--- config.mk ---
export PLATFORM = sky130hd
export DESIGN_NAME = pc_next_ctrl
export DESIGN_NICKNAME = d
export VERILOG_FILES = /design/src/rtl/pc_next_ctrl.sv
export SDC_FILE = /design/constraint.sdc
export NUM_CORES = 1
export LEC_CHECK = 0
export BUFFER_PORTS_ARGS = -buffer_cell sky130_fd_sc_hd__buf_2
export CAP_MARGIN = 20
export CELL_PAD_IN_SITES_DETAIL_PLACEMENT = 0
export CELL_PAD_IN_SITES_GLOBAL_PLACEMENT = 1
export CORE_ASPECT_RATIO = 0.75
export CORE_MARGIN = 3
export CORE_UTILIZATION = 37
export CTS_CLUSTER_SIZE = 16
export DETAILED_ROUTE_END_ITERATION = 10
export HOLD_SLACK_MARGIN = 0.12
export PLACE_DENSITY_LB_ADDON = 0.08
export REMOVE_ABC_BUFFERS = 1
export SLEW_MARGIN = 20
export SYNTH_ARGS = -nofsm -noshare
export SYNTH_HDL_FRONTEND = slang
export SYNTH_SLANG_ARGS = --single-unit
--- constraint.sdc ---
create_clock -name clk -period 3.7 [get_ports clk]
set_input_delay 0.74 -clock clk [delete_from_list [all_inputs] [get_ports clk]]
set_output_delay 0.74 -clock clk [all_outputs]
set_load 0.01 [all_outputs]
--- src/rtl/pc_next_ctrl.sv ---
// pc_next_ctrl: next-PC generator and PC load strobe for the program counter.
// It walks a FETCH -> EXEC cycle and resolves SEQ, JMP, BRZ, CALL, RET and
// HALT ops. CALL and RET use a small circular return-address stack. All
// outputs come straight from flops.
module pc_next_ctrl #(
  parameter int RAS_DEPTH = 4,
  parameter int AW        = 8
) (
  input  logic          clk,
  input  logic          rst,
  input  logic [AW-1:0] pc_cur,
  input  logic          imem_rdy,
  input  logic          op_valid,
  input  logic [2:0]    op_type,
  input  logic [AW-1:0] target,
  input  logic          zero_flag,
  input  logic          stall,
  input  logic          resume,
  output logic [AW-1:0] mux1op,
  output logic          PCCR,
  output logic          halted,
  output logic          ras_ovf,
  output logic          ras_unf
);

  // The stack pointer wraps for free because RAS_DEPTH is a power of two.
  // The count needs one extra bit so that it can hold RAS_DEPTH itself.
  localparam int PW = (RAS_DEPTH > 1) ? $clog2(RAS_DEPTH) : 1;
  localparam int CW = PW + 1;
  localparam logic [CW-1:0] RAS_FULL = CW'(RAS_DEPTH);

  localparam logic [2:0] OP_SEQ  = 3'd0;
  localparam logic [2:0] OP_JMP  = 3'd1;
  localparam logic [2:0] OP_BRZ  = 3'd2;
  localparam logic [2:0] OP_CALL = 3'd3;
  localparam logic [2:0] OP_RET  = 3'd4;
  localparam logic [2:0] OP_HALT = 3'd5;

  typedef enum logic [1:0] {
    ST_FETCH  = 2'd0,
    ST_EXEC   = 2'd1,
    ST_HALTED = 2'd2
  } state_t;

  state_t        state_q, state_d;
  logic [AW-1:0] mux1op_q, mux1op_d;
  logic          pccr_q, pccr_d;
  logic          halted_q, halted_d;
  logic          ras_ovf_q, ras_ovf_d;
  logic          ras_unf_q, ras_unf_d;
  logic [PW-1:0] ras_ptr_q, ras_ptr_d;
  logic [CW-1:0] ras_cnt_q, ras_cnt_d;
  logic [AW-1:0] ras_q [RAS_DEPTH];
  logic [AW-1:0] ras_d [RAS_DEPTH];

  logic [AW-1:0] pc_plus1;
  logic [PW-1:0] ras_top_idx;

  // ras_ptr_q points at the next free slot, so the top entry sits just below it.
  assign pc_plus1    = pc_cur + AW'(1);
  assign ras_top_idx = ras_ptr_q - PW'(1);

  // Next-state logic. PCCR defaults low, so a strobe can only last one cycle.
  always_comb begin
    state_d   = state_q;
    mux1op_d  = mux1op_q;
    pccr_d    = 1'b0;
    halted_d  = halted_q;
    ras_ovf_d = ras_ovf_q;
    ras_unf_d = ras_unf_q;
    ras_ptr_d = ras_ptr_q;
    ras_cnt_d = ras_cnt_q;
    ras_d     = ras_q;

    case (state_q)
      ST_FETCH: begin
        halted_d = 1'b0;
        if (imem_rdy) begin
          state_d = ST_EXEC;
        end
      end

      ST_EXEC: begin
        if (!stall && op_valid) begin
          state_d = ST_FETCH;
          pccr_d  = 1'b1;
          case (op_type)
            OP_JMP: begin
              mux1op_d = target;
            end
            OP_BRZ: begin
              mux1op_d = zero_flag ? target : pc_plus1;
            end
            OP_CALL: begin
              // When the stack is full, the push overwrites the oldest entry.
              mux1op_d         = target;
              ras_d[ras_ptr_q] = pc_plus1;
              ras_ptr_d        = ras_ptr_q + PW'(1);
              if (ras_cnt_q == RAS_FULL) begin
                ras_ovf_d = 1'b1;
              end else begin
                ras_cnt_d = ras_cnt_q + CW'(1);
              end
            end
            OP_RET: begin
              if (ras_cnt_q == '0) begin
                mux1op_d  = pc_plus1;
                ras_unf_d = 1'b1;
              end else begin
                mux1op_d  = ras_q[ras_top_idx];
                ras_ptr_d = ras_top_idx;
                ras_cnt_d = ras_cnt_q - CW'(1);
              end
            end
            OP_HALT: begin
              pccr_d   = 1'b0;
              halted_d = 1'b1;
              state_d  = ST_HALTED;
            end
            default: begin
              mux1op_d = pc_plus1;
            end
          endcase
        end
      end

      ST_HALTED: begin
        halted_d = 1'b1;
        if (resume) begin
          halted_d = 1'b0;
          state_d  = ST_FETCH;
        end
      end

      default: begin
        state_d  = ST_FETCH;
        halted_d = 1'b0;
      end
    endcase
  end

  // State and output registers. Reset takes priority over every other input.
  always_ff @(posedge clk) begin
    if (rst) begin
      state_q   <= ST_FETCH;
      mux1op_q  <= '0;
      pccr_q    <= 1'b0;
      halted_q  <= 1'b0;
      ras_ovf_q <= 1'b0;
      ras_unf_q <= 1'b0;
      ras_ptr_q <= '0;
      ras_cnt_q <= '0;
      for (int i = 0; i < RAS_DEPTH; i++) begin
        ras_q[i] <= '0;
      end
    end else begin
      state_q   <= state_d;
      mux1op_q  <= mux1op_d;
      pccr_q    <= pccr_d;
      halted_q  <= halted_d;
      ras_ovf_q <= ras_ovf_d;
      ras_unf_q <= ras_unf_d;
      ras_ptr_q <= ras_ptr_d;
      ras_cnt_q <= ras_cnt_d;
      for (int i = 0; i < RAS_DEPTH; i++) begin
        ras_q[i] <= ras_d[i];
      end
    end
  end

  assign mux1op  = mux1op_q;
  assign PCCR    = pccr_q;
  assign halted  = halted_q;
  assign ras_ovf = ras_ovf_q;
  assign ras_unf = ras_unf_q;

endmodule

==> results.md <==
* Delay-heaviest family, CP: adder cells
* DRT Wirelength at 6.16 mm
* Post_cts resized at 0
* Crit path buf inv count at 2
* Clk root buf: clkbuf_8
* CTS max path bufs at 2
* Ant diodes at 0
* Min cycle time layout at around 2.4 ns
* Nets at about 330
* GP Congestion at between 0.7 and 0.8
* Initial Util at 0.387
* Power, Total at between 1 and 1.5 mW
* Antenna violations before repair at 0
* Max Cap Viol at 0
* Area delta synth->final at 13.3%
* Vias per std cell at between 5 and 6
* YS warnings at 0
* Critical path class: reg2reg
* Overflow after GRT at 0
* Worst hold start: ras_unf
* Startpoint types: register
* Fmax at ~420 MHz
* Pleak at between 1 and 1.5 nW
* Worst relative slew slack at 0.433
* Routed Antenna Nets at 0
* Fin Clk Skew at 0.00371 ns
* Core area at ~6400 sq um
* VDD IR max at 147 uV
* CP cell instances: buf_4, inv_1, ha_1, mux4_2, a221oi_1, a211oi_1
* Port Buffer Count at 37
* Worst Path Arrival at approximately 2.6 ns
* Number of setup buffers added after CTS at 0
* Final design utilization at 0.439
* Skew-Pair Late Insertion Delay at 0.30 ns
* Grt met3 use at 0.0427
* First-pass GRT wire length at just under 10 mm
* Grt met1 use at 0.247
* Setup violators final at 0
* Largest area contributor in the netlist: dfxtp_1
* Busiest grt layer: met1
* Pins Over Slew Limit at 0
* Fin area at about 2800 sq um
* Mapped Area at 2470 sq um
* Final Worst Setup Slack at ~1.3 ns
* Die W at 100 microns
* Vias at approximately 2k
* Worst Tran Pin Value at between 0.8 and 0.9 ns
* Die H at 76.8 microns
* HP Class: reg2reg
* CTS buffer count at 5
* Pwr Density at between 300 and 400 nW/um^2
* Post-synth EDFFs at 0
* Status: completed
* Hold path depth at 2
* Grt met2 use at 0.233
* Crit. End Element: register
* RR Endpoint: mux1op[5]
* FF+latch count, synth at about 50
* Async set-reset flop share out of synthesis at 0
* Synth area leaders: dfxtp_1, a211oi_1, mux4_2, nor2_1, ha_1
* H-tree depth at 2
* CTS Hold Bufs at 0
* Synth Area per Inst at 9.40 sq um
* Critical Path RT at 3.88 ns
* Drt initial violations at 94
* Drt drc at 0
* Die Footprint at between 7000 and 8000 sq um
* Mapped Cells at ~260
* Crit path largest cell delay at roughly 0.67 ns
* Vias in the first global route at between 1.5k and 2k
* Placed inst area at around 2700 sq um
* Final Hold Viols at 0
* Top-count cell post-synth: dfxtp_1
* Sink Count at between 50 and 60
* Synth Flop Type: dfxtp_1
* Yosys top cell area share at 0.413
* Sequential fraction of the synthesis area at 0.413
* Worst R2R Setup Slack at 1.32 ns
* CTS clk-pin slew, worst paths at ~0.09 ns
* Largest net degree at the start of global routing at 25
* Cell row count at 25
* Wire length per cell at ~16 microns
* Post-route setup TNS at 0 ns
* RSZ-0062 raised after global routing: no
* Top post-synthesis cells by count: dfxtp_1, nor2_1, a211oi_1
* Drt pass-1 iters at 4
* DP HPWL at between 4 and 5 mm
* Boundary Pins at 38
* Final period utilization at 0.644
* R2R depth at 6
* CTS tree: done
* All-Layer GR Usage at 0.165
* Share of layout cells above drive strength 1 at 0.198
* Synth unique cells at 44
* CP max-delay cell: ha_1
* Reg2reg start: ras_ptr_q[0]
* WHS Endpoint: ras_unf
* Crit path max fanout at 11
* Pre-CTS setup slack at ~1.2 ns
-- worst register-to-register path, stage by stage (launching register included) --
cell and delay, ns:
dfxtp_1 0.32, buf_4 0.21, inv_1 0.12, ha_1 0.67
mux4_2 0.57, a221oi_1 0.25, a211oi_1 0.11
-- metrics by stage --
| stage | instances | hold WS, ns |
|---|---|---|
| detailed placement | 366 | 0.463 |
| global route | 374 | 0.521 |
| global placement | 366 | 0.458 |
| floorplan | 245 | 0.455 |
| CTS | 374 | 0.484 |
| finish | 374 | 0.475 |
-- kinds of logic (layout without fill, tap and decap cells) --
group / Yosys count / in the layout / share of synthesized area
DFF: 51 / 51 / 0.413
xor gates and xnor gates: 5 / 5 / 0.0177
muxes: 14 / 14 / 0.0972
buffers and inverters: 27 / 57 / 0.0466
adders and majority gates: 9 / 9 / 0.0486
and+or+nand+nor: 79 / 79 / 0.156
AOI/OAI and AO/OA: 78 / 78 / 0.221
-- sequential cells by signal, summed over array words and instances (netlist names) --
register and count:
mux1op 8, PCCR 1, ras_ptr_q 2, ras_ovf 1, ras_unf 1, ras_q 32, state_q 2, halted 1
ras_cnt_q 3
-- layout by cell type (no fill, tap or decap), drive strengths merged, types with 2 or more instances in the layout --
master / Yosys / layout
a211oi: 30 / 30
a21o: 2 / 2
a21oi: 12 / 12
a221oi: 9 / 9
a311oi: 2 / 2
and2: 2 / 2
and3: 4 / 4
and3b: 2 / 2
buf: 11 / 40
clkbuf: 7 / 8
dfxtp: 51 / 51
ha: 8 / 8
inv: 9 / 9
mux2i: 6 / 6
mux4: 8 / 8
nand2: 5 / 5
nand2b: 5 / 5
nand3: 5 / 5
nand3b: 2 / 2
nor2: 45 / 45
nor3: 2 / 2
o21a: 2 / 2
o21ai: 12 / 12
or3: 2 / 2
xnor2: 3 / 3
xor2: 2 / 2
-- worst max-delay path by stage --
stage          cells after the start            to  slack, ns         start
5_1_grt                            6     mux1op[4]       1.09  ras_ptr_q[0]
4_1_cts                            6     mux1op[5]       1.29  ras_ptr_q[0]
3_3_place_gp                       7  ras_cnt_q[2]       1.25    op_type[0]
6_report                           6     mux1op[5]       1.32  ras_ptr_q[0]
3_5_place_dp                       7  ras_cnt_q[2]       1.23    op_type[0]
2_1_floorplan                      5     mux1op[5]       1.46  ras_ptr_q[0]
-- final cells by class --
type                            instances  area, sq um
Inverter                                9         33.8
Fill cell                             666         3580
Clock buffer                            8          100
Timing Repair Buffer                   40          208
Sequential cell                        51         1020
Tap cell                               81          101
Multi-Input combinational cell        185         1340
-- metal layers --
metal	part of all wire	routed length (microns)	vias to the layer above
li1	-	-	1025
met1	0.52	3200	907
met2	0.43	2670	33
met3	0.039	241	5
met4	0.0083	51	0
met5	0	0	-
-- power by group --
part,leakage (nW),internal [mW],switching (mW)
sequential,0.412,0.558,0.00481
clock,0.0515,0.171,0.180
combinational,0.562,0.0457,0.0748
(Power assumes the default switching activity.)
